--- config.mk ---
export PLATFORM = sky130hd
export DESIGN_NAME = cam_cfg_sequencer
export DESIGN_NICKNAME = d
export VERILOG_FILES = /design/src/rtl/cam_cfg_pkg.sv /design/src/rtl/cam_cfg_table.sv /design/src/rtl/cam_cfg_sequencer.sv
export SDC_FILE = /design/constraint.sdc
export NUM_CORES = 1
export LEC_CHECK = 0
export CAP_MARGIN = 20
export CORE_MARGIN = 2
export CORE_UTILIZATION = 50
export CTS_CLUSTER_SIZE = 8
export DETAILED_ROUTE_END_ITERATION = 16
export PLACE_DENSITY = 0.71
export SLEW_MARGIN = 20
export SYNTH_ARGS = -nofsm -noshare
export SYNTH_HDL_FRONTEND = slang
export SYNTH_SLANG_ARGS = --single-unit
--- constraint.sdc ---
create_clock -name i_clk -period 2.9 [get_ports i_clk]
set_input_delay 0.725 -clock i_clk [delete_from_list [all_inputs] [get_ports i_clk]]
set_output_delay 0.725 -clock i_clk [all_outputs]
set_load 0.02 [all_outputs]
--- src/rtl/cam_cfg_pkg.sv ---
// Shared definitions for the OV7670 configuration sequencer.
// Entry format is {addr[15:8], data[7:0]}:
//   CFG_END         terminates a table
//   {CFG_DLY_ADDR,dd} waits dd milliseconds (dd = 0 is a no-op)
//   anything else   is a register write
package cam_cfg_pkg;

    localparam logic [15:0] CFG_END      = 16'hFFFF;
    localparam logic [7:0]  CFG_DLY_ADDR = 8'hFF;

    typedef enum logic [2:0] {
        ST_IDLE     = 3'd0,
        ST_FETCH    = 3'd1,
        ST_DECODE   = 3'd2,
        ST_SEND     = 3'd3,
        ST_WAIT_ACK = 3'd4,
        ST_DELAY    = 3'd5,
        ST_DONE     = 3'd6,
        ST_ERROR    = 3'd7
    } cfg_state_e;

    // Clock cycles per millisecond; never returns 0 so slow clocks still advance.
    function automatic int ticks_per_ms(input int clk_hz);
        int t;
        t = clk_hz / 1000;
        return (t < 1) ? 1 : t;
    endfunction

endpackage

--- src/rtl/cam_cfg_table.sv ---
// Multi-profile OV7670 configuration tables, one registered read port.
// Ports:
//   i_clk, i_rstn  clock, async active-low reset
//   i_profile      table select
//   i_idx          entry index
//   o_entry        {addr, data} for (i_profile, i_idx), valid one cycle later
// Unknown profiles and indices past a table's end read back CFG_END.
module cam_cfg_table
    import cam_cfg_pkg::*;
#(
    parameter int N_PROFILES = 2,
    parameter int IDX_W      = 8,
    parameter int PROF_W     = 1
) (
    input  logic              i_clk,
    input  logic              i_rstn,
    input  logic [PROF_W-1:0] i_profile,
    input  logic [IDX_W-1:0]  i_idx,
    output logic [15:0]       o_entry
);

    logic [15:0] entry_d;
    logic [15:0] entry_q;
    int          prof_n;
    int          idx_n;

    always_comb begin
        entry_d = CFG_END;
        prof_n  = 32'(i_profile);
        idx_n   = 32'(i_idx);
        if (prof_n < N_PROFILES) begin
            case (prof_n)
                // RGB444
                0: begin
                    case (idx_n)
                        0:       entry_d = 16'h1280;  // COM7 soft reset
                        1:       entry_d = 16'hFFF0;  // 240 ms settle after reset
                        2:       entry_d = 16'h1204;
                        3:       entry_d = 16'h1100;
                        4:       entry_d = 16'h8C02;
                        5:       entry_d = 16'h40D0;
                        6:       entry_d = 16'h3A04;
                        default: entry_d = CFG_END;
                    endcase
                end
                // RGB565
                1: begin
                    case (idx_n)
                        0:       entry_d = 16'h1280;
                        1:       entry_d = 16'hFFF0;
                        2:       entry_d = 16'h1204;
                        3:       entry_d = 16'h8C00;
                        4:       entry_d = 16'h40D0;
                        5:       entry_d = 16'h3A04;
                        6:       entry_d = 16'hFF00;
                        7:       entry_d = 16'h3DC0;
                        default: entry_d = CFG_END;
                    endcase
                end
                default: entry_d = CFG_END;
            endcase
        end
    end

    always_ff @(posedge i_clk or negedge i_rstn) begin
        if (!i_rstn) begin
            entry_q <= CFG_END;
        end else begin
            entry_q <= entry_d;
        end
    end

    assign o_entry = entry_q;

endmodule

--- src/rtl/cam_cfg_sequencer.sv ---
// OV7670 configuration sequencer: walks a selected table and hands each
// register write to the SCCB master over valid/ready, honouring in-table
// millisecond delays and retrying NACKed writes.
// Ports:
//   i_clk, i_rstn                  clock, async active-low reset
//   i_start, i_profile             start pulse and table select
//   i_sccb_ready/done/nack         SCCB master handshake and completion
//   o_sccb_valid/addr/data         write request
//   o_busy, o_done, o_err, o_idx   status and current table index
//
// state    | meaning
// IDLE     | waiting for i_start after reset
// FETCH    | index presented to table, waiting out read latency
// DECODE   | classify entry: end, delay or write
// SEND     | write request valid, waiting for ready
// WAIT_ACK | write accepted, waiting for done/nack
// DELAY    | counting down ms
// DONE     | table completed
// ERROR    | write failed after all retries, o_idx points at it
module cam_cfg_sequencer
    import cam_cfg_pkg::*;
#(
    parameter int N_PROFILES = 2,
    parameter int IDX_W      = 8,
    parameter int CLK_HZ     = 25_000_000,
    parameter int MAX_RETRY  = 3,
    parameter int PROF_W     = (N_PROFILES > 1) ? $clog2(N_PROFILES) : 1
) (
    input  logic              i_clk,
    input  logic              i_rstn,
    input  logic              i_start,
    input  logic [PROF_W-1:0] i_profile,
    input  logic              i_sccb_ready,
    input  logic              i_sccb_done,
    input  logic              i_sccb_nack,
    output logic              o_sccb_valid,
    output logic [7:0]        o_sccb_addr,
    output logic [7:0]        o_sccb_data,
    output logic              o_busy,
    output logic              o_done,
    output logic              o_err,
    output logic [IDX_W-1:0]  o_idx
);

    localparam int TICKS  = ticks_per_ms(CLK_HZ);
    localparam int TICK_W = (TICKS > 1) ? $clog2(TICKS) : 1;
    localparam int RTRY_W = (MAX_RETRY > 0) ? $clog2(MAX_RETRY + 1) : 1;

    localparam logic [TICK_W-1:0] TICK_RELOAD = TICK_W'(TICKS - 1);
    localparam logic [RTRY_W-1:0] RETRY_LIMIT = RTRY_W'(MAX_RETRY);
    localparam logic [IDX_W-1:0]  IDX_LAST    = '1;

    cfg_state_e        state_q, state_d;
    logic [IDX_W-1:0]  idx_q, idx_d;
    logic [PROF_W-1:0] prof_q, prof_d;
    logic [RTRY_W-1:0] retry_q, retry_d;
    logic [7:0]        ms_q, ms_d;
    logic [TICK_W-1:0] tick_q, tick_d;
    logic [7:0]        addr_q, addr_d;
    logic [7:0]        data_q, data_d;
    logic              advance;
    logic [15:0]       entry;

    cam_cfg_table #(
        .N_PROFILES (N_PROFILES),
        .IDX_W      (IDX_W),
        .PROF_W     (PROF_W)
    ) u_table (
        .i_clk     (i_clk),
        .i_rstn    (i_rstn),
        .i_profile (prof_q),
        .i_idx     (idx_q),
        .o_entry   (entry)
    );

    always_comb begin
        state_d = state_q;
        idx_d   = idx_q;
        prof_d  = prof_q;
        retry_d = retry_q;
        ms_d    = ms_q;
        tick_d  = tick_q;
        addr_d  = addr_q;
        data_d  = data_q;
        advance = 1'b0;

        case (state_q)
            ST_IDLE, ST_DONE, ST_ERROR: begin
                if (i_start) begin
                    prof_d  = i_profile;
                    idx_d   = '0;
                    retry_d = '0;
                    state_d = ST_FETCH;
                end
            end
            ST_FETCH: state_d = ST_DECODE;
            ST_DECODE: begin
                if (entry == CFG_END) begin
                    state_d = ST_DONE;
                end else if (entry[15:8] == CFG_DLY_ADDR) begin
                    ms_d    = entry[7:0];
                    tick_d  = TICK_RELOAD;
                    state_d = ST_DELAY;
                end else begin
                    addr_d  = entry[15:8];
                    data_d  = entry[7:0];
                    state_d = ST_SEND;
                end
            end
            ST_SEND: begin
                if (i_sccb_ready) begin
                    state_d = ST_WAIT_ACK;
                end
            end
            ST_WAIT_ACK: begin
                if (i_sccb_done) begin
                    if (!i_sccb_nack) begin
                        retry_d = '0;
                        advance = 1'b1;
                    end else if (retry_q < RETRY_LIMIT) begin
                        retry_d = retry_q + 1'b1;
                        state_d = ST_SEND;
                    end else begin
                        state_d = ST_ERROR;
                    end
                end
            end
            ST_DELAY: begin
                // Terminal count checked first so dd = 0 leaves after one cycle.
                if (ms_q == 8'd0) begin
                    advance = 1'b1;
                end else if (tick_q == '0) begin
                    ms_d   = ms_q - 8'd1;
                    tick_d = TICK_RELOAD;
                end else begin
                    tick_d = tick_q - 1'b1;
                end
            end
            default: state_d = ST_IDLE;
        endcase

        // A table without an end marker finishes at the last index instead of wrapping.
        if (advance) begin
            if (idx_q == IDX_LAST) begin
                state_d = ST_DONE;
            end else begin
                idx_d   = idx_q + 1'b1;
                state_d = ST_FETCH;
            end
        end
    end

    always_ff @(posedge i_clk or negedge i_rstn) begin
        if (!i_rstn) begin
            state_q <= ST_IDLE;
            idx_q   <= '0;
            prof_q  <= '0;
            retry_q <= '0;
            ms_q    <= '0;
            tick_q  <= '0;
            addr_q  <= '0;
            data_q  <= '0;
        end else begin
            state_q <= state_d;
            idx_q   <= idx_d;
            prof_q  <= prof_d;
            retry_q <= retry_d;
            ms_q    <= ms_d;
            tick_q  <= tick_d;
            addr_q  <= addr_d;
            data_q  <= data_d;
        end
    end

    // Status decoded straight from the state register so reset clears them asynchronously.
    assign o_sccb_valid = (state_q == ST_SEND);
    assign o_sccb_addr  = addr_q;
    assign o_sccb_data  = data_q;
    assign o_busy       = (state_q == ST_FETCH) || (state_q == ST_DECODE) ||
                          (state_q == ST_SEND)  || (state_q == ST_WAIT_ACK) ||
                          (state_q == ST_DELAY);
    assign o_done       = (state_q == ST_DONE);
    assign o_err        = (state_q == ST_ERROR);
    assign o_idx        = idx_q;

endmodule

==> metrics.md, run 1 <==
| Metric | Value |
|---|---|
| Placed Area | `0.00416 sq mm` |
| Internal power | `0.00281 W` |
| Initial core utilization | `0.515` |
| Post-DRT Antenna Nets | `0` |
| Final instance area | `0.00439 sq mm` |
| Core area | `0.00721 sq mm` |
| Fill count | `655` |
| # diodes | `0` |
| Net Sw Power | `0.00183 W` |
| Unrepaired setup endpoints after global routing | `false` |
| Num CTS Buffers | `9` |
| Vias | `3,136` |
| Reg2reg start | `tick_q[3]` |
| Layout cells sized above 1 | `0.188` |
| CP required | `2.17 ns` |
| Num ports | `35` |
| Sw Share | `0.394` |
| Startpoint types | `flop` |
| Antenna violations before repair | `0` |
| CP arrival | `1.99 ns` |
| DR vias/cell | `5.93` |
| Clk pwr share | `0.189` |
| Global-route wire length before repair | `14.4 mm` |
| Max Root-Sink Buffers | `2` |
| Chip width | `90.2 um` |
| WL/cell | `15.6 um` |
| Most frequent cell after synthesis | `dfrtp_1` |
| Worst slew pin tran | `0.863 ns` |
| Clock H-tree levels | `3` |
| Vias in the first global route | `3,001` |
| Post-Syn Instances | `390` |
| Tcrit/Tclk final | `0.937` |
| Number of flops mapped to enable cells by yosys | `0` |
| Synth-to-Final Area Change | `18.1%` |
| CTS tree | `yes` |
| GPL Wtd Cong | `0.869` |
| Setup Skew | `0.0109 ns` |
| Hold EP | `retry_q[1]` |
| Reg2Reg Setup Slack | `0.42 ns` |
| Tmin final | `2.72 ns` |
| Gr usage total | `0.217` |
| Sequential Power Share | `0.365` |
| Die height | `90.2 um` |
| Pwr dens | `1060 mW/mm^2` |
| Worst hold stages | `2` |
| Synthesis-stage register bit count | `67` |
| Multi-input gate area | `0.00187 sq mm` |
| Initial DRC Count | `140` |
| Warning count from the yosys run | `0` |
| Register area | `0.00170 sq mm` |
| Hold path start | `retry_q[1]` |
| NumNets Final | `440` |
| Slew Limit Fails | `0` |
| Most frequent cells after synthesis | `dfrtp_1, o21ai_0, nor2_1, nand2_1, a21oi_1` |
| CP max stage cell | `dfrtp_1` |
| Fmax | `368 MHz` |
| CTS resizes | `0` |
| Worst hold path class | `flop to flop` |
| Synthesized cell area | `0.00372 sq mm` |
| Final setup vio count | `0` |
| Post-route DRC | `0` |
| Clock-pin slew on the worst setup and hold paths | `0.08 ns` |
| Total iterations of the first detailed-routing run | `4` |
| Cts hold-fix bufs | `0` |
| Largest area contributor in the netlist | `dfrtp_1` |
| Leakage | `1.78 nW` |
| Async SR Flop Fraction | `1.00` |
| Distinct cells, synth | `64` |
| Drt total wl | `8.25 mm` |
| Row cnt | `31` |
| Status | `complete, no violations` |
| Syn_nets | `405` |
| Synth Area per Inst | `9.53 sq um` |
| Worst reg2reg path endpoint | `ms_q[1]` |
| CTS sink count | `67` |
| DP Wirelength | `5.71 mm` |
| Worst slew margin | `0.424` |
| Largest net degree at the start of global routing | `68` |
| Global route overflow | `0` |
| Root Driver | `clkbuf_8` |
| Buffer count from post-CTS setup fixing | `0` |
| Ranking of synthesized cells by area | `dfrtp_1, dfstp_2, o21ai_0` |
| Setup tns final | `0 ns` |
| Clock latency on the worst-skew pair | `0.35 ns` |
| Crit path cell chain | `nor2b_1 > and2_1 > clkdlybuf4s50_1` |
| Slowest cell delay on critical path | `0.63 ns` |
| Final Hold Vio Count | `0` |
| Seq/Total Area, Yosys | `0.456` |
| Ys flop type | `dfrtp_1` |
| Port bufs | `34` |
| Die area | `0.00814 sq mm` |
| Combinational group share of total power | `0.446` |
| Peak supply drop | `0.000658 V` |
| Synth top area share | `0.350` |
| Cells on worst reg2reg path | `5` |
| Critical path class | `flop to output port` |
| Crit. End Element | `output port` |
| Max_cap viols | `0` |
| CP Max Fanout | `17` |
## placed cells by master (no fill, tap or decap), drive strengths merged, types with 4 or more instances in the layout
| master | instances |
|---|---|
| ha | 8 |
| and2 | 4 |
| buf | 13 |
| nand4 | 4 |
| o211ai | 8 |
| nand3 | 10 |
| a21oi | 25 |
| or3 | 11 |
| nor3 | 10 |
| dfrtp | 52 |
| dfstp | 15 |
| o31ai | 7 |
| or4 | 8 |
| nor2 | 30 |
| nand2b | 6 |
| inv | 13 |
| nand2 | 27 |
| clkbuf | 10 |
| o21ai | 45 |
| mux2 | 18 |
| nor2b | 6 |
| clkdlybuf4s50 | 33 |
| o41ai | 4 |
## through the flow
| step | hold slack, ns | util | instances | power (W) | worst slack [ns] |
|---|---|---|---|---|---|
| floorplan | 0.429 | - | 390 | 0.00306 | 0.484 |
| global placement | 0.470 | 0.577 | 513 | 0.00371 | 0.439 |
| detailed placement | 0.490 | 0.577 | 513 | 0.00375 | 0.405 |
| CTS | 0.509 | 0.608 | 529 | 0.00464 | 0.161 |
| global route | 0.521 | 0.608 | 529 | 0.00497 | 0.0465 |
| finish | 0.499 | 0.608 | 529 | 0.00463 | 0.184 |
## per-layer routing
| layer | up-vias | global-route usage | part of all wire |
|---|---|---|---|
| li1 | 1507 | - | - |
| met1 | 1549 | 0.304 | 0.48 |
| met2 | 69 | 0.338 | 0.47 |
| met3 | 11 | 0.0344 | 0.043 |
| met4 | 0 | 0.0885 | 0.015 |
| met5 | - | 0 | 0 |
## state kept, by name, summed over array words and instances, names as in the netlist
register,flops
tick_q,15
u_table.o_entry,15
ms_q,8
o_idx,8
o_sccb_addr,8
o_sccb_data,7
state_q,3
retry_q,2
prof_q,1
## power groups by stage
stage | Combinational [W] | Clock (W) | Sequential, W
after floorplan | 0.00137 | 0 | 0.00169
after global placement | 0.00202 | 0 | 0.00169
after detailed placement | 0.00205 | 0 | 0.00170
after CTS | 0.00207 | 0.000890 | 0.00168
after global routing | 0.00229 | 0.000934 | 0.00175
final | 0.00207 | 0.000876 | 0.00169
## critical path: cells and delay by family (launching register included)
| kind | cells | cell delay (ns) |
|---|---|---|
| buf+inv | 1 | 0.59 |
| flops | 1 | 0.63 |
| simple gates | 2 | 0.42 |
## area by class of cell
type,count,share of cell area
well taps,99,0.0282
clock buffers,10,0.0314
inverters,13,0.0111
flip-flops and latches,67,0.386
repair buffers,46,0.0969
clock inverters,6,0.0202
multi-input cells,288,0.426
## logic make-up after synthesis
kind of cell    count (synthesis)  synth area share
mux                            21            0.0626
simple gates                  135             0.199
fa+ha+maj                       8            0.0269
buf+inv                        35            0.0407
xor+xnor                        4           0.00943
flops                          67             0.456
compound gates                120             0.205
## worst max path at each step
| stage | start | end | slack [ns] | cells past startpoint |
|---|---|---|---|---|
| after global placement | i_sccb_done | state_q[2] | 0.44 | 6 |
| final | state_q[1] | o_sccb_valid | 0.18 | 3 |
| after detailed placement | i_sccb_done | state_q[2] | 0.40 | 6 |
| after floorplan | tick_q[3] | ms_q[1] | 0.48 | 7 |
| after CTS | state_q[1] | o_sccb_valid | 0.16 | 3 |
| after global routing | state_q[1] | o_sccb_valid | 0.05 | 3 |
Power figures use the tool's default switching activity.
==> run 2: changes to the inputs <==
Settings changed: CORE_UTILIZATION 50 to 55, PLACE_DENSITY 0.71 to 0.77.
==> run 2 against run 1 <==
Global-route usage rose by 1.8 points. Sequential cell count did not move. Largest cell class unchanged. Final cell count fell by 4.5%. Clock power barely moved. Non-clock buffer count fell by 2. Sequential share of layout area rose by 0.28 points. Clock skew fell by 0.0015 ns. Critical endpoint is now o_busy. Register-to-register slack got worse by 0.05 ns. Clock-buffer cell count fell by 1. Combinational power barely moved. Highest routed layer unchanged. Sequential power barely moved.
==> metrics.md, run 2 (synthesized netlist as in run 1, its figures left out) <==
| Metric | Value |
|---|---|
| CTS tree | `yes` |
| Initial DRC Count | `152` |
| DR vias/cell | `6.13` |
| CTS resizes | `0` |
| Worst hold path class | `primary input to asynchronous set/reset pin` |
| Worst path depth | `3` |
| Cells on worst reg2reg path | `5` |
| Crit path cell chain | `nor3_1 > a21oi_1 > clkdlybuf4s50_1` |
| Status | `complete, no violations` |
| Tmin final | `2.78 ns` |
| Clock H-tree levels | `3` |
| Die area | `0.00743 sq mm` |
| Reg2Reg Setup Slack | `0.37 ns` |
| Cts hold-fix bufs | `0` |
| Slowest cell delay on critical path | `0.67 ns` |
| Vias | `3,096` |
| Clock-pin slew on the worst setup and hold paths | `0.08 ns` |
| Vias in the first global route | `2,805` |
| Chip width | `86.2 um` |
| Buf/Inv on CP | `1` |
| Final Hold Vio Count | `0` |
| Final setup vio count | `0` |
| DP Wirelength | `5.55 mm` |
| Worst slew margin | `0.380` |
| Initial core utilization | `0.575` |
| Max_cap viols | `0` |
| Fmax | `360 MHz` |
| CP delay by family, top | `buffers and inverters` |
| # diodes | `0` |
| Unrepaired setup endpoints after global routing | `false` |
| Overall power | `0.00464 W` |
| Clock latency on the worst-skew pair | `0.35 ns` |
| CP max stage cell | `clkdlybuf4s50_1` |
| Critical path class | `flop to output port` |
| Layout cells sized above 1 | `0.185` |
| Leakage | `1.78 nW` |
| Synth-to-Final Area Change | `17.3%` |
| Num CTS Buffers | `9` |
| Worst slew pin tran | `0.930 ns` |
| Setup Skew | `0.00943 ns` |
| Port bufs | `34` |
| Worst reg2reg path endpoint | `ms_q[1]` |
| Slew Limit Fails | `0` |
| Most frequent cells in the layout | `dfrtp_1, o21ai_0, clkdlybuf4s50_1` |
| Global route overflow | `0` |
| GPL Wtd Cong | `0.887` |
| Drt total wl | `8.16 mm` |
| CP arrival | `2.05 ns` |
| Most common library cell in the layout ignoring fill and taps | `dfrtp_1` |
| Final instance area | `0.00436 sq mm` |
| CP Max Fanout | `16` |
| Pwr dens | `1060 mW/mm^2` |
| Non-filler cells in the finished layout | `505` |
| Antenna violations before repair | `0` |
| Crit. End Element | `output port` |
| Tcrit/Tclk final | `0.957` |
| Placed Area | `0.00413 sq mm` |
| NumNets Final | `438` |
| Startpoint types | `flop` |
| Gr usage total | `0.235` |
| Row cnt | `29` |
| Post-route DRC | `0` |
| Post-DRT Antenna Nets | `0` |
| Largest net degree at the start of global routing | `68` |
| Die height | `86.2 um` |
| Setup tns final | `0 ns` |
| Global-route wire length before repair | `13.8 mm` |
| Max Root-Sink Buffers | `2` |
| CP required | `2.17 ns` |
| DP Cell Count | `489` |
| Num ports | `35` |
| Peak supply drop | `0.000640 V` |
| WL/cell | `16.2 um` |
| Total iterations of the first detailed-routing run | `5` |
| Reg2reg start | `tick_q[3]` |
| CTS sink count | `67` |
| Root Driver | `clkbuf_8` |
| Core area | `0.00646 sq mm` |
| Buffer count from post-CTS setup fixing | `0` |
[run 2: cell types whose count changed in the layout (fill, tap and decap cells not counted), sizes merged]
cell / delta
buf: -2
inv: +1
clkbuf: -1
[run 2: power breakdown]
group	switching [W]	internal, W	leakage (nW)	total, W
clock	0.000390	0.000489	0.106	0.000879
sequential	0.000351	0.00134	0.820	0.00169
combinational	0.00111	0.000958	0.850	0.00207
total	0.00185	0.00278	1.78	0.00464
[run 2: worst max path at each step]
stage | startpoint | end
2_1_floorplan | tick_q[3] | ms_q[1]
3_3_place_gp | i_sccb_done | state_q[2]
3_5_place_dp | i_sccb_done | state_q[2]
4_1_cts | state_q[1] | o_sccb_valid
5_1_grt | state_q[2] | o_busy
6_report | state_q[2] | o_busy
[run 2: metrics by stage]
step	hold WS (ns)	utilization	setup WS, ns
after detailed placement	0.482	0.640	0.383
after global placement	0.469	0.640	0.440
after floorplan	0.429	-	0.484
final	0.361	0.675	0.125
after CTS	0.392	0.675	0.144
after global routing	0.404	0.675	0.000780
[run 2: layout make-up]
| cell class | instances | area [sq um] |
|---|---|---|
| Clock buffer | 9 | 124 |
| Multi-Input combinational cell | 288 | 1870 |
| Clock inverter | 7 | 101 |
| Tap cell | 77 | 96.3 |
| Fill cell | 526 | 2100 |
| Inverter | 13 | 48.8 |
| Sequential cell | 67 | 1700 |
| Timing Repair Buffer | 44 | 423 |
[run 2: layer usage]
layer  wire (um)  vias up  track usage
met5           0        -            0
met4         109        0       0.0810
met3         327        8       0.0390
met2        3810       82        0.357
met1        3910     1508        0.345
li1            -     1498            -
==> run 3: changes to the inputs <==
Settings changed: CORE_UTILIZATION 55 to 46, DONT_BUFFER_PORTS set to 1, PLACE_DENSITY 0.77 to not set.
==> run 3 against run 2 <==
Non-clock buffer count shrank 33. Power shrank 7.3%. Critical path depth is 4 higher. First-iteration DRC count fell by 48%. Via count fell by 5.0%. Worst setup slack better by 0.20 ns. Clock power is 11% lower. Clock skew increased by 0.0023 ns. Final area shrank 7.6%. Maximum frequency is 7.6% higher. Clock-buffer cell count increased by 1. Critical endpoint is now u_table.o_entry[8]. Largest power group is now sequential cells.
==> metrics.md, run 3 (synthesized netlist as in run 1, its figures left out) <==
| Metric | Value |
|---|---|
| CTS resizes | `0` |
| Peak supply drop | `0.000526 V` |
| Vias in the first global route | `2,961` |
| Synth-to-Final Area Change | `8.32%` |
| Setup tns final | `0 ns` |
| Tcrit/Tclk final | `0.889` |
| Initial core utilization | `0.478` |
| Setup Skew | `0.0117 ns` |
| DR vias/cell | `5.92` |
| Final setup vio count | `0` |
| NumNets Final | `405` |
| CP max stage cell | `dfrtp_1` |
| CP arrival | `2.85 ns` |
| Die height | `93.9 um` |
| Die area | `0.00881 sq mm` |
| Max_cap viols | `0` |
| Root Driver | `clkbuf_8` |
| Global-route wire length before repair | `14.9 mm` |
| Status | `complete, no violations` |
| Post-route DRC | `0` |
| Num ports | `35` |
| Buf/Inv on CP | `1` |
| CP delay by family, top | `compound AO/OA/AOI/OAI gates` |
| Drt total wl | `8.43 mm` |
| Most common library cell in the layout ignoring fill and taps | `dfrtp_1` |
| Worst slew margin | `0.439` |
| GPL Wtd Cong | `0.871` |
| Clock H-tree levels | `3` |
| Non-filler cells in the finished layout | `497` |
| Clock latency on the worst-skew pair | `0.34 ns` |
| Antenna violations before repair | `0` |
| Most frequent cells in the layout | `dfrtp_1, o21ai_0, nor2_1` |
| Clock-pin slew on the worst setup and hold paths | `0.08 ns` |
| WL/cell | `17.0 um` |
| # diodes | `0` |
| Buffer count from post-CTS setup fixing | `0` |
| Row cnt | `32` |
| Vias | `2,942` |
| Slowest cell delay on critical path | `0.59 ns` |
| DP Wirelength | `5.93 mm` |
| Slew Limit Fails | `0` |
| Post-DRT Antenna Nets | `0` |
| Largest net degree at the start of global routing | `68` |
| Critical path class | `flop to flop` |
| Port bufs | `0` |
| Tmin final | `2.58 ns` |
| Unrepaired setup endpoints after global routing | `false` |
| CTS tree | `yes` |
| Global route overflow | `0` |
| CP required | `3.17 ns` |
| Max Root-Sink Buffers | `2` |
| Chip width | `93.9 um` |
| Crit. End Element | `flop` |
| Layout cells sized above 1 | `0.200` |
| Fmax | `388 MHz` |
| DP Cell Count | `481` |
| CP Max Fanout | `9` |
| Worst slew pin tran | `0.838 ns` |
| Worst hold path class | `primary input to asynchronous set/reset pin` |
| Fill count | `750` |
| Total iterations of the first detailed-routing run | `4` |
| Core area | `0.00777 sq mm` |
| Gr usage total | `0.214` |
| Startpoint types | `flop` |
| CTS sink count | `67` |
| Num CTS Buffers | `9` |
| Leakage | `1.64 nW` |
| Cts hold-fix bufs | `0` |
| Crit path cell chain | `inv_1 > ha_1 > nor3_1 > nor2_1 > o21a_1 > o41ai_1 > or3b_2` |
| Final Hold Vio Count | `0` |
| Initial DRC Count | `79` |
| Pwr dens | `1070 mW/mm^2` |
run 3: cell types whose count changed in the layout (fill, tap and decap cells not counted), sizes merged:
| cell | delta |
|---|---|
| bufinv | -1 |
| clkdlybuf4s50 | -33 |
| clkbuf | +1 |
run 3: cell type report:
cell class / count / area, sq um / area share
inverters: 13 / 48.8 / 0.0121
clock buffers: 10 / 138 / 0.0342
well taps: 102 / 128 / 0.0317
repair buffers: 11 / 82.6 / 0.0205
clock inverters: 6 / 63.8 / 0.0159
flip-flops and latches: 67 / 1700 / 0.421
multi-input cells: 288 / 1870 / 0.464
run 3: final timing paths:
path / to / startpoint / slack (ns) / cells after the start
worst min-delay path: ms_q[0] / i_rstn / 0.07 / 0
worst max-delay path: u_table.o_entry[8] / o_idx[0] / 0.32 / 7
worst min register to register: tick_q[14] / tick_q[14] / 0.51 / 2
max in group asynchronous: u_table.o_entry[2] / i_rstn / 2.62 / 0
min in group i_clk: prof_q / i_profile / 0.51 / 2
worst max register to register: u_table.o_entry[8] / o_idx[0] / 0.32 / 7
run 3: metrics by stage:
step | total power, W | area (sq um) | setup WS (ns) | hold slack [ns] | util
after floorplan | 0.00306 | 3720 | 0.484 | 0.429 | -
after global placement | 0.00347 | 3820 | 0.377 | 0.431 | 0.492
after detailed placement | 0.00352 | 3820 | 0.387 | 0.431 | 0.492
after CTS | 0.00431 | 4030 | 0.349 | 0.0536 | 0.518
after global routing | 0.00464 | 4030 | 0.0359 | 0.0387 | 0.518
final | 0.00430 | 4030 | 0.322 | 0.0715 | 0.518
run 3: layer usage:
layer	global-route usage	share of wire
met5	0	0
met4	0.0580	0.0081
met3	0.0570	0.040
met2	0.343	0.49
met1	0.287	0.46
run 3: power breakdown:
part           switching (W)  internal, W  total, W
sequential          0.000462      0.00134   0.00180
combinational       0.000975     0.000745   0.00172
clock               0.000358     0.000420  0.000778
total                0.00180      0.00250   0.00430
==> RTL edit 1 (settings of run 3) <==
Put a register stage on the output `o_err`, with the module's reset. The value now appears one clock later. The other outputs are not delayed to match.
--- a/src/rtl/cam_cfg_sequencer.sv
+++ b/src/rtl/cam_cfg_sequencer.sv
@@ -182,3 +182,9 @@
     assign o_done       = (state_q == ST_DONE);
-    assign o_err        = (state_q == ST_ERROR);
+    always_ff @(posedge i_clk or negedge i_rstn) begin
+        if (!i_rstn) begin
+            o_err <= '0;
+        end else begin
+            o_err <= (state_q == ST_ERROR);
+        end
+    end
     assign o_idx        = idx_q;
Check against the original RTL: no difference found for any inputs over 10 cycles, from zero or initial values and one cycle with i_rstn low; that may be too few to reach the edited logic, so the function may still have changed.
==> RTL edit 1 against run 3 <==
Synthesized cell count up 0.26%. First-iteration DRC count increased by 84%. Worst setup slack improved by 7.7 ps. Sequential share of layout area grew 0.61 points. Sequential cell count grew 1. Combinational power shrank 6%. Final area hardly changed. Highest routed layer unchanged. Wire length is 3.0% lower. Area after synthesis increased by 0.67%. Power is 1.4% lower. Sequential power up 3%. Clock skew grew 1.1 ps. Critical path depth unchanged.
==> RTL edit 1: results (changes against run 3) <==
Run status
  – Status: finished, final reports clean (unchanged)

Logic synthesis
  – Post-Syn Nets: 406 (was 405)
  – Most frequent cells after synthesis: dfrtp_1, o21ai_0, nor2_1, nand2_1, a21oi_1 (unchanged)
  – Synth unique cells: 64 (unchanged)
  – Avg Inst Size Synth: 9.568 um2 (was 9.528 um2)
  – Ys async rst share: 1.000 (unchanged)
  – Sequential share of the synthesized area: 0.4599 (was 0.4562)
  – Dominant cells by area after synthesis: dfrtp_1, dfstp_2, o21ai_0 (unchanged)

Detailed routing
  – Vias per inst: 5.994 (was 5.920)
  – Routed via count: 2973 (was 2942)
  – DR WL/cell: 16.50 um (was 16.97 um)
  – 1st-iter DRT viols: 145 (was 79)
  – Drt pass-1 iters: 5 (was 4)

Place
  – PortBufs: 0 (unchanged)
  – HPWL Detailed: 5739 um (was 5931 um)
  – Setup WS pre-CTS: 357.7 ps (was 386.6 ps)
  – Placed Area: 3834 um2 (was 3824 um2)
  – Placed instance count: 480 (was 481)
  – RD Place Congestion: 0.8618 (was 0.8710)

Worst setup path
  – CP max FO: 9 (unchanged)
  – WP data arrival: 2850 ps (about the same)

Finish
  – Final instance area: 4026 um2 (was 4025 um2)
  – Share of cells above drive strength 1: 0.1929 (was 0.2000)
  – Ant. Diodes: 0 (unchanged)
  – FILL cells: 756 (was 750)
  – Layout Nets: 404 (was 405)

Global route
  – Largest net degree at the start of global routing: 69 (was 68)
  – Initial antenna violation count: 0 (unchanged)
  – GRT Overall Usage: 0.2021 (was 0.2141)
  – First-pass GRT wire length: 14130 um (was 14860 um)
  – Vias in the first global route: 2797 (was 2961)

Timing
  – Max_slew headroom: 0.4107 (was 0.4385)
  – Clock Skews: 12.81 ps (was 11.70 ps)

Clock tree
  – CTS Buf Count: 9 (unchanged)
  – H-tree levels: 3 (unchanged)
  – CTS max path bufs: 2 (unchanged)
  – Clock Tree Root: clkbuf_8 (unchanged)
  – # resized after CTS: 0 (unchanged)
  – Setup Fix Bufs, Post-CTS: 0 (unchanged)
  – Clock-pin slew on the worst setup and hold paths: 80 ps (about the same)
  – Clk Latency, worst-skew pair: 340 ps (about the same)

Power
  – Peak supply drop: 0.5296 mV (was 0.5261 mV)
  – Leak: 0.001642 uW (was 0.001641 uW)
## RTL edit 1: changes by cell type after synthesis
cell,change
dfrtp_1,+1
## RTL edit 1: through the flow
| stage | total power [uW] | hold WS (ps) |
|---|---|---|
| 4_1_cts | 4268 | 55.98 |
| 2_1_floorplan | 3075 | 429.4 |
| 3_5_place_dp | 3494 | 431.9 |
| 3_3_place_gp | 3471 | 431.0 |
| 5_1_grt | 4572 | 48.78 |
| 6_report | 4239 | 68.84 |
## RTL edit 1: logic make-up (layout without fill, tap and decap cells)
| group | after synthesis | after routing | synth area share |
|---|---|---|---|
| XOR/XNOR | 4 | 4 | 0.009366 |
| multiplexers | 21 | 21 | 0.06221 |
| adder cells (fa/ha/maj) | 8 | 8 | 0.02676 |
| AND/OR/NAND/NOR | 135 | 135 | 0.1973 |
| flip-flops | 68 | 68 | 0.4599 |
| AO/OA/AOI/OAI | 120 | 120 | 0.2040 |
| buffers and inverters | 35 | 38 | 0.04047 |
## RTL edit 1: layout make-up
cell class                      count  share of cell area
Clock buffer                       10             0.03170
Clock inverter                      6             0.01616
Sequential cell                    68              0.4273
Multi-Input combinational cell    288              0.4643
Inverter                           13             0.01212
Tap cell                          102             0.03170
Timing Repair Buffer                9             0.01678
## RTL edit 1: worst max-delay path, stage by stage (launching register included)
cell and delay, ps:
dfrtp_1 580, inv_1 170, ha_1 340, nor3_1 210
nor2_1 140, o21a_1 250, o41ai_1 550, or3b_2 260
## RTL edit 1: worst paths after layout
check	slack [ps]	depth (start not counted)	end	from
worst max-delay path	330	7	u_table.o_entry[8]	o_idx[0]
worst min-delay path	70	0	ms_q[4]	i_rstn
worst max register to register	330	7	u_table.o_entry[8]	o_idx[0]
worst min register to register	510	2	tick_q[14]	tick_q[14]
max in group asynchronous	2630	0	u_table.o_entry[3]	i_rstn
min in group i_clk	510	2	prof_q	i_profile
## RTL edit 1: per-layer routing
| metal | global-route usage | part of all wire | vias up |
|---|---|---|---|
| li1 | - | - | 1435 |
| met1 | 0.2757 | 0.47 | 1463 |
| met3 | 0.04093 | 0.039 | 13 |
| met4 | 0.08454 | 0.018 | 0 |
| met5 | 0 | 0 | - |
| met2 | 0.3131 | 0.48 | 62 |
## RTL edit 1: power by group
part	switching (uW)	internal [uW]
logic	892	726
registers	510	1350
clock network	360	397
==> RTL edit 2 (config.mk and constraints of run 3) <==
Made on the original files. `N_PROFILES` is set to 2 in 2 places; all go to 4.
--- a/src/rtl/cam_cfg_table.sv
+++ b/src/rtl/cam_cfg_table.sv
@@ -10,3 +10,3 @@
 #(
-    parameter int N_PROFILES = 2,
+    parameter int N_PROFILES = 4,
     parameter int IDX_W      = 8,
--- a/src/rtl/cam_cfg_sequencer.sv
+++ b/src/rtl/cam_cfg_sequencer.sv
@@ -22,3 +22,3 @@
 #(
-    parameter int N_PROFILES = 2,
+    parameter int N_PROFILES = 4,
     parameter int IDX_W      = 8,
Ports: changed (resized i_profile); port bits go from 35 to 36. The function was not compared with the original's and may differ.
==> RTL edit 2 against run 3 <==
Via count shrank 1.1%. Sequential share of layout area barely moved. Worst setup slack worse by 9.8 ps. Sequential cell count rose by 1. Wire length decreased by 3.0%. Area after synthesis about the same. Clock power increased by 24%. Utilization is 0.77 points higher. Clock skew is 5.7 ps lower. Final area grew 1.5%. Power up 8.3%.
==> RTL edit 2: results (changes against run 3) <==
Detailed routing
  – Wire length on met1: 3801 um (was 3919 um)
  – Met2 wire length: 3865 um (was 4106 um)
  – DRT Wirelength: 8177 um (was 8432 um)
  – DR WL met3: 314 um (was 337 um)
  – Routed via count: 2910 (was 2942)
  – 1st-iter DRT viols: 119 (was 79)

Place
  – Placed Area: 3837 um2 (was 3824 um2)
  – Setup WS pre-CTS: 357.1 ps (was 386.6 ps)
  – RD Place Congestion: 0.9895 (was 0.8710)

Logic synthesis
  – Compound-Gate Fraction of Synth Area: 0.1954 (was 0.2054)
  – Synth unique cells: 65 (was 64)
  – Share of the synthesized area in the top cell type: 0.3570 (was 0.3502)
  – Post-Syn Nets: 392 (was 405)
  – Synth Area in Adders: 0.02695 (was 0.02694)

Power
  – NetSw: 1874 uW (was 1795 uW)
  – Peak supply drop: 0.4660 mV (was 0.5261 mV)
  – Leak: 0.001688 uW (was 0.001641 uW)

Global route
  – M3 GR Usage: 0.03692 (was 0.05698)
  – First-pass GRT wire length: 13700 um (was 14860 um)
  – Largest net degree at the start of global routing: 69 (was 68)
  – Met2 Use GR: 0.3071 (was 0.3435)
  – GRT Overall Usage: 0.1992 (was 0.2141)
  – Met1 usage: 0.2707 (was 0.2867)
  – Vias in the first global route: 2758 (was 2961)

Timing
  – Worst setup margin: 312.2 ps (was 322.0 ps)

Worst setup path
  – FF-to-FF End: u_table.o_entry[11] (was u_table.o_entry[8])
  – Crit path max-delay cell type: nor4_1 (was dfrtp_1)
  – R2r startpoint: o_idx[3] (was o_idx[0])
  – Worst path top cell family by delay: simple AND/OR/NAND/NOR gates (was compound AO/OA/AOI/OAI gates)
  – Reg2Reg Depth: 5 (was 7)

Finish
  – Synthesis-to-layout area growth: 9.970% (was 8.316%)
  – ClkCell Share: 0.06064 (was 0.05005)
  – FFs & Latches: 68 (was 67)
  – Footprint of the multi-input gates: 1866 um2 (was 1869 um2)
  – NonClk Buf Share: 0.02021 (was 0.02052)
  – Register cell area after layout: 1720 um2 (was 1695 um2)
  – Logic inverters: 11 (was 13)
  – Fraction of area in multi-input gates: 0.4567 (was 0.4644)

Run status
  – Status: finished, final reports clean (unchanged)
==> RTL edit 2: cell count changes after synthesis, moves of 4 or more <==
cell     before  now
o21ai_0      42   27
and3_1        2   10
nand2_1      27   21
or2_2         2    8
a31oi_1       2    6
nand3_1      10    6
o41ai_1       4    0
or3_2         4    0
==> RTL edit 2: cells by family (layout without fill, tap and decap cells) <==
| family | count (synthesis) | after routing |
|---|---|---|
| multiplexers | 24 | 24 |
| AO/OA/AOI/OAI | 110 | 110 |
| XOR/XNOR | 7 | 7 |
| buffers and inverters | 31 | 38 |
| AND/OR/NAND/NOR | 128 | 128 |
| flip-flops | 68 | 68 |
| adder cells (fa/ha/maj) | 8 | 8 |
==> RTL edit 2: power groups by stage <==
stage,Sequential (uW),Combinational (uW),Clock [uW]
after floorplan,1800,1430,0
after global placement,1930,1740,0
after detailed placement,1940,1750,0
after CTS,1930,1770,987
after global routing,1990,1970,1030
final,1920,1770,964
==> RTL edit 2: how the worst max path moves through the flow <==
stage | start | to | slack (ps) | cells after the start
2_1_floorplan | o_idx[3] | u_table.o_entry[11] | 550 | 6
3_3_place_gp | o_idx[3] | u_table.o_entry[11] | 410 | 5
3_5_place_dp | o_idx[3] | u_table.o_entry[11] | 360 | 5
4_1_cts | o_idx[3] | u_table.o_entry[11] | 330 | 5
5_1_grt | o_idx[3] | u_table.o_entry[11] | 220 | 5
6_report | o_idx[3] | u_table.o_entry[11] | 310 | 5
==> RTL edit 2: per-stage QoR <==
| step | power, uW | cells | hold slack [ps] |
|---|---|---|---|
| 6_report | 4658 | 485 | 61.41 |
| 5_1_grt | 4997 | 485 | 44.24 |
| 4_1_cts | 4679 | 485 | 46.43 |
| 3_5_place_dp | 3697 | 469 | 431.4 |
| 3_3_place_gp | 3669 | 469 | 431.3 |
| 2_1_floorplan | 3231 | 376 | 429.4 |
